===== src/rtl/spi_ram_pkg.sv =====
// spi_ram_pkg: shared constants for the SPI RAM controller.
//   OP_*   : 2-bit opcodes carried in din[9:8]
//   CMD_W  : width of the command word from the SPI slave
// Optional build macro SPI_RAM_AUTOINC_EN (used in spi_ram_ctrl) enables
// post-access address auto-increment.
package spi_ram_pkg;

  localparam int CMD_W = 10;

  typedef enum logic [1:0] {
    OP_WR_ADDR = 2'b00,
    OP_WR_DATA = 2'b01,
    OP_RD_ADDR = 2'b10,
    OP_RD_DATA = 2'b11
  } op_e;

endpackage


===== src/rtl/spi_ram_ctrl_if.sv =====
// spi_ram_ctrl_if: command/response bundle between an SPI slave front end
// and the RAM controller.
//   din[9:0]  : command word (opcode in 9:8, payload in 7:0)
//   rx_valid  : din valid this cycle
//   dout[7:0] : read data returned for MISO shifting
//   tx_valid  : dout valid, held for the whole shift
// Modports: master = SPI slave side (drives commands), slave = controller.
interface spi_ram_ctrl_if;
  import spi_ram_pkg::*;

  logic [CMD_W-1:0] din;
  logic             rx_valid;
  logic [7:0]       dout;
  logic             tx_valid;

  modport master (output din, rx_valid, input dout, tx_valid);
  modport slave  (input din, rx_valid, output dout, tx_valid);
endinterface


===== src/rtl/spram_core.sv =====
// spram_core: single-port byte RAM with registered read.
//   clk   : rising-edge clock
//   we    : write enable; when low the addressed word is read instead
//   addr  : word address
//   wdata : write data
//   rdata : read data, registered; only updated on non-write cycles
// Contents are not reset.
module spram_core #(
  parameter int DEPTH = 256,
  parameter int AW    = 8
) (
  input  logic          clk,
  input  logic          we,
  input  logic [AW-1:0] addr,
  input  logic [7:0]    wdata,
  output logic [7:0]    rdata
);

  logic [7:0] mem [DEPTH];
  logic [7:0] rdata_q;

  // One access per cycle: a write or a read, never both.
  always_ff @(posedge clk) begin
    if (we) mem[addr] <= wdata;
    else    rdata_q   <= mem[addr];
  end

  assign rdata = rdata_q;

endmodule


===== src/rtl/spi_ram_ctrl.sv =====
// spi_ram_ctrl: decodes 10-bit SPI command words into accesses of a
// single-port byte RAM and returns read data with a level tx_valid.
//   clk   : rising-edge clock
//   rst_n : synchronous active-low reset (RAM contents survive it)
//   bus   : spi_ram_ctrl_if.slave (din, rx_valid in; dout, tx_valid out)
// Build macro SPI_RAM_AUTOINC_EN: WR_DATA / RD_DATA post-increment their
// address register, wrapping modulo MEM_DEPTH.
module spi_ram_ctrl
  import spi_ram_pkg::*;
#(
  parameter int MEM_DEPTH = 256,
  parameter int ADDR_SIZE = 8
) (
  input  logic               clk,
  input  logic               rst_n,
  spi_ram_ctrl_if.slave      bus
);

  logic [ADDR_SIZE-1:0] wr_addr_q, wr_addr_d;
  logic [ADDR_SIZE-1:0] rd_addr_q, rd_addr_d;
  logic                 tx_valid_q, tx_valid_d;
  logic                 rd_fresh_q, rd_fresh_d;
  logic [7:0]           dout_hold_q, dout_hold_d;

  logic                 mem_we;
  logic [ADDR_SIZE-1:0] mem_addr;
  logic [7:0]           mem_rdata;
  op_e                  op;

  assign op = op_e'(bus.din[9:8]);

`ifdef SPI_RAM_AUTOINC_EN
  function automatic logic [ADDR_SIZE-1:0] addr_inc(input logic [ADDR_SIZE-1:0] a);
    return (a == ADDR_SIZE'(MEM_DEPTH - 1)) ? '0 : a + 1'b1;
  endfunction
`endif

  // Idle cycles still read the RAM at rd_addr; that rdata never reaches dout
  // unless an RD_DATA was accepted on the previous edge.
  assign mem_we   = bus.rx_valid && (op == OP_WR_DATA);
  assign mem_addr = mem_we ? wr_addr_q : rd_addr_q;

  spram_core #(
    .DEPTH (MEM_DEPTH),
    .AW    (ADDR_SIZE)
  ) u_core (
    .clk   (clk),
    .we    (mem_we),
    .addr  (mem_addr),
    .wdata (bus.din[7:0]),
    .rdata (mem_rdata)
  );

  always_comb begin
    wr_addr_d   = wr_addr_q;
    rd_addr_d   = rd_addr_q;
    tx_valid_d  = tx_valid_q;
    rd_fresh_d  = 1'b0;
    // Freeze the RAM output the cycle after a read so later RAM traffic
    // (including writes to rd_addr) cannot disturb dout.
    dout_hold_d = rd_fresh_q ? mem_rdata : dout_hold_q;

    if (bus.rx_valid) begin
      case (op)
        OP_WR_ADDR: begin
          wr_addr_d  = bus.din[ADDR_SIZE-1:0];
          tx_valid_d = 1'b0;
        end
        OP_WR_DATA: begin
          tx_valid_d = 1'b0;
`ifdef SPI_RAM_AUTOINC_EN
          wr_addr_d  = addr_inc(wr_addr_q);
`endif
        end
        OP_RD_ADDR: begin
          rd_addr_d  = bus.din[ADDR_SIZE-1:0];
          tx_valid_d = 1'b0;
        end
        OP_RD_DATA: begin
          tx_valid_d = 1'b1;
          rd_fresh_d = 1'b1;
`ifdef SPI_RAM_AUTOINC_EN
          rd_addr_d  = addr_inc(rd_addr_q);
`endif
        end
        default: ;
      endcase
    end
  end

  always_ff @(posedge clk) begin
    if (!rst_n) begin
      wr_addr_q   <= '0;
      rd_addr_q   <= '0;
      tx_valid_q  <= 1'b0;
      rd_fresh_q  <= 1'b0;
      dout_hold_q <= 8'h00;
    end else begin
      wr_addr_q   <= wr_addr_d;
      rd_addr_q   <= rd_addr_d;
      tx_valid_q  <= tx_valid_d;
      rd_fresh_q  <= rd_fresh_d;
      dout_hold_q <= dout_hold_d;
    end
  end

  assign bus.dout     = rd_fresh_q ? mem_rdata : dout_hold_q;
  assign bus.tx_valid = tx_valid_q;

endmodule


===== src/flat_wrapper.sv =====
// flat-port wrapper written by rule: the top's interface ports become plain ports
module spi_ram_ctrl_flat import spi_ram_pkg::*;
#(
  parameter int MEM_DEPTH = 256,
  parameter int ADDR_SIZE = 8
)
  (clk, rst_n, bus_din, bus_rx_valid, bus_dout, bus_tx_valid);
  spi_ram_ctrl_if bus_i ();
  input  logic clk;
  input  logic rst_n;
  input wire logic [$bits(bus_i.din)-1:0] bus_din;
  input wire logic [$bits(bus_i.rx_valid)-1:0] bus_rx_valid;
  output wire logic [$bits(bus_i.dout)-1:0] bus_dout;
  output wire logic [$bits(bus_i.tx_valid)-1:0] bus_tx_valid;
  assign bus_i.din = bus_din;
  assign bus_i.rx_valid = bus_rx_valid;
  assign bus_dout = bus_i.dout;
  assign bus_tx_valid = bus_i.tx_valid;
  spi_ram_ctrl #(.MEM_DEPTH(MEM_DEPTH), .ADDR_SIZE(ADDR_SIZE)) u_core (.clk(clk), .rst_n(rst_n), .bus(bus_i));
endmodule

===== config.mk =====
export PLATFORM = sky130hd
export DESIGN_NAME = spi_ram_ctrl_flat
export DESIGN_NICKNAME = d
export VERILOG_FILES = /design/src/rtl/spi_ram_pkg.sv /design/src/rtl/spi_ram_ctrl_if.sv /design/src/rtl/spram_core.sv /design/src/rtl/spi_ram_ctrl.sv /design/src/flat_wrapper.sv
export SDC_FILE = /design/constraint.sdc
export NUM_CORES = 2
export LEC_CHECK = 0
export BUFFER_PORTS_ARGS = -buffer_cell sky130_fd_sc_hd__buf_2
export CORE_MARGIN = 2
export CORE_UTILIZATION = 50
export CTS_CLUSTER_SIZE = 14
export DETAILED_ROUTE_END_ITERATION = 7
export GPL_TIMING_DRIVEN = 0
export MAX_ROUTING_LAYER = met4
export PLACE_DENSITY = 0.62
export SYNTH_ARGS = -nofsm -noshare
export SYNTH_HDL_FRONTEND = slang
export SYNTH_SLANG_ARGS = --single-unit

===== constraint.sdc =====
create_clock -name clk -period 5.1 [get_ports clk]
set_input_delay 0.255 -clock clk [delete_from_list [all_inputs] [get_ports clk]]
set_output_delay 0.255 -clock clk [all_outputs]
set_load 0.01 [all_outputs]

==> out/qor.csv <==
stage,metric,value,unit
min_path,path category of the worst min-delay check,input port to register,
min_path,endpoint of the worst hold path,u_core.u_core.mem[22][6],
status,violated checks,"capacitance limit, slew limit, setup timing",
global_route,number of global-route vias before repair,52800,
finish,share of layout cells above drive strength 1,0.109,
global_route,number of antenna violations at the first check in global routing,39,
floorplanning,die height,409,um
route,routed via count,58200,
clocking,TritonCTS clock tree,yes,
worst_setup_path,critical path endpoint category,register,
floorplanning,Die W,409,um
route,detailed-route wire length per cell,37.8,um
finish,"Core Util, Final",0.572,
route,DRC violation count after routing,0,
place,number of placed cells counting well taps,8268,
status,result of the run,finished with violations,
place,GP Congestion,1.05,
synth,most frequent cell after synthesis,edfxtp_1,
global_route,total routing usage reported by global routing,0.401,
synth,largest cells by area after synthesis,"edfxtp_1 75%, nand2_1 6.7%, a21oi_1 4.8%",
floorplanning,Boundary Pins,22,
clocking,clock transition at the registers of the reported paths,0.06,ns
route,remaining antenna violation count,0,
worst_setup_path,setup slack of the most critical reg-to-reg path,-0.38,ns
clocking,Inserted Clock Buffers,209,
synth,number of enable-type register cells in the synthesized netlist,2056,
worst_setup_path,biggest fanout along the worst timing path,10,
floorplanning,core area,163000,um^2
min_path,instance count along the most critical hold path,2,
synth,synthesized instance count,6040,
timing,measured slew at the worst slew-check pin,1.67,ns
synth,"FFs w/ async S/R, synth",0,
worst_setup_path,critical register-to-register path startpoint,u_core.wr_addr_q[0],
synth,Synth area leader,edfxtp_1,
synth,"Avg Cell Area, Syn",13.6,um^2
timing,final-report max-slew violation count,55,
worst_setup_path,data arrival at the endpoint of the critical path,5.97,ns
synth,Synth Flop Type,edfxtp_1,
synth,Netlist Area Pre-Place,82200,um^2
worst_setup_path,number of cell instances on the worst register-to-register path,9,
clocking,Root Buffer,clkbuf_16,
route,number of vias per cell after detailed routing,6.66,
finish,number of non-filler instances in the completed layout,8730,
worst_setup_path,capture point of the worst reg-to-reg path,u_core.u_core.mem[135][7],
clocking,number of H-tree branching levels,4,
worst_setup_path,kind of start point of the critical path,register,
clocking,clock insertion delay at the later pin of the skew report,0.89,ns
place,area post-placement,85800,um^2
worst_setup_path,worst setup path category,register to register,
finish,final-stage net count,6354,
finish,area growth from synthesis to layout,13.5,%
timing,total negative setup slack,-80.64,ns
synth,number of nets in the synthesized netlist,6053,
clocking,Max Buffers Root-to-Sink,3,
power,maximum ir drop on the vdd rail,0.412,mV
timing,final count of hold timing violations,0,
finish,design area,93300,um^2
timing,setup skew after layout,0.0352,ns
route,DRT iter0 DRCs,11100,
timing,highest clock frequency the design can meet,183,MHz
global_route,total congestion overflow,0,
power,Leak,30.7,nW
min_path,start point of the worst hold path,bus_din[6],
global_route,global-route wire length before repair,440,mm
clocking,CTS sink count,2082,
synth,register bit total from synthesis,2082,
timing,Max-slew headroom,-0.111,
timing,unrepaired setup endpoints after global routing,yes,
synth,share of Yosys cell area claimed by the top area cell type,0.751,
job,Max-cap violations,5,
floorplanning,Cell Rows,148,
power,Power Dens Cells,387,nW/um^2
place,detailed-placement wirelength estimate,227,mm
synth,most frequent cells after synthesis,"2,056 x edfxtp_1, 1,475 x nand2_1, 781 x a21oi_1",
power,total power draw,36.1,mW
timing,period utilisation layout,1.07,
synth,share of synthesized area occupied by flip-flops and latches,0.758,
timing,post-layout minimum cycle time,5.48,ns
synth,warnings from Yosys,0,
worst_setup_path,worst endpoint required time,5.59,ns
synth,number of different library cells in the post-synthesis netlist,50,
timing,endpoints failing setup,620,
floorplanning,Initial Utilization,0.504,
floorplanning,DIE AREA,168000,um^2
place,Port Buf Inserts,21,
route,Total Routed Length,330,mm
timing,final critical-path setup slack,-0.379,ns
global_route,pin count of the biggest net entering global routing,156,
route,first-pass iteration count of the detailed router,7,
[cells in the final DEF, fill, tap and decap left out, types with 16 or more instances in the layout]
| master | n |
|---|---|
| a211oi_1 | 77 |
| a21oi_1 | 781 |
| a221oi_1 | 44 |
| a22oi_1 | 148 |
| a31oi_1 | 35 |
| a32oi_1 | 168 |
| a41oi_1 | 17 |
| buf_1 | 96 |
| buf_2 | 171 |
| buf_4 | 42 |
| bufinv_16 | 16 |
| clkbuf_1 | 184 |
| clkbuf_16 | 213 |
| clkbuf_2 | 24 |
| clkinv_1 | 53 |
| clkinv_2 | 39 |
| dfxtp_1 | 26 |
| diode_2 | 36 |
| edfxtp_1 | 2056 |
| inv_1 | 37 |
| mux2i_1 | 102 |
| nand2_1 | 1474 |
| nand3_1 | 113 |
| nand4_1 | 94 |
| nor2_1 | 154 |
| nor2_2 | 67 |
| nor2b_1 | 18 |
| nor3_2 | 32 |
| o2111ai_1 | 39 |
[per-stage QoR]
step	worst slack, ns	hold WS, ns
5_1_grt	-0.128	0.0660
2_1_floorplan	1.94	0.354
4_1_cts	0.0000364	0.0346
3_5_place_dp	-1.25	0.495
6_report	-0.379	0.0643
3_3_place_gp	-2.45	0.467
[layer usage]
layer | wire (um) | track usage | up-vias
met1 | 120000 | 0.521 | 28900
met3 | 49600 | 0.143 | 980
met2 | 137000 | 0.545 | 4824
met4 | 22300 | 0.224 | 0
met5 | 0 | - | -
li1 | - | - | 23400
[cells by family (layout without fill, tap and decap cells)]
logic type,Yosys count,in the layout,share of synthesized area
DFF,2082,2082,0.758
other,0,36,0
buffers and inverters,470,949,0.0245
and+or+nand+nor,2027,2027,0.100
AOI/OAI and AO/OA,1342,1342,0.103
muxes,119,119,0.0149
[registers in the layout, indices dropped and copies added (netlist names)]
| register | flops |
|---|---|
| u_core.bus.tx_valid | 1 |
| u_core.dout_hold_q | 8 |
| u_core.rd_addr_q | 8 |
| u_core.rd_fresh_q | 1 |
| u_core.u_core.mem | 2048 |
| u_core.u_core.rdata | 8 |
| u_core.wr_addr_q | 8 |
[worst max-delay path by stage]
| stage | from | end | cells after the start |
|---|---|---|---|
| 4_1_cts | u_core.wr_addr_q[2] | u_core.u_core.mem[83][0] | 9 |
| 5_1_grt | u_core.wr_addr_q[0] | u_core.u_core.mem[134][7] | 9 |
| 6_report | u_core.wr_addr_q[0] | u_core.u_core.mem[135][7] | 9 |
| 2_1_floorplan | bus_din[9] | u_core.u_core.mem[164][0] | 11 |
| 3_5_place_dp | bus_rx_valid | u_core.u_core.mem[117][0] | 10 |
| 3_3_place_gp | bus_din[9] | u_core.u_core.rdata[2] | 11 |
[critical path: stages, from the launching register on]
cell and delay, ns:
dfxtp_1 0.55, and4b_1 0.40, a21o_1 0.11, buf_4 0.21, buf_2 0.33, buf_2 0.59
nand2_1 0.50, or3_1 0.79, clkbuf_2 0.72, nor2_2 0.83
[power breakdown]
group / switching (mW) / internal (mW) / total (mW)
clock network: 6.73 / 8.52 / 15.3
logic: 1.66 / 0.389 / 2.04
registers: 0.0131 / 18.8 / 18.8
[final cells by class]
| type | count | area [um^2] |
|---|---|---|
| Fill cell | 13300 | 69700 |
| Sequential cell | 2082 | 62300 |
| Multi-Input combinational cell | 3488 | 18400 |
| Clock buffer | 262 | 5570 |
| Tap cell | 2175 | 2720 |
| Buffer | 431 | 1920 |
| Clock inverter | 127 | 1080 |
| Timing Repair Buffer | 91 | 1070 |
| Inverter | 38 | 143 |
| Antenna cell | 36 | 90.1 |
[repair_timing]
item | in CTS | in global routing
setup endpoints to repair | 993 | 391
hold buffers | 13 | 0
pin swaps | 15 | 0
gates resized for setup | 94 | 24
hold endpoints to repair | 420 | 0
buffers inserted | 24 | 0
Note: power is estimated with default switching activity, not from simulation.
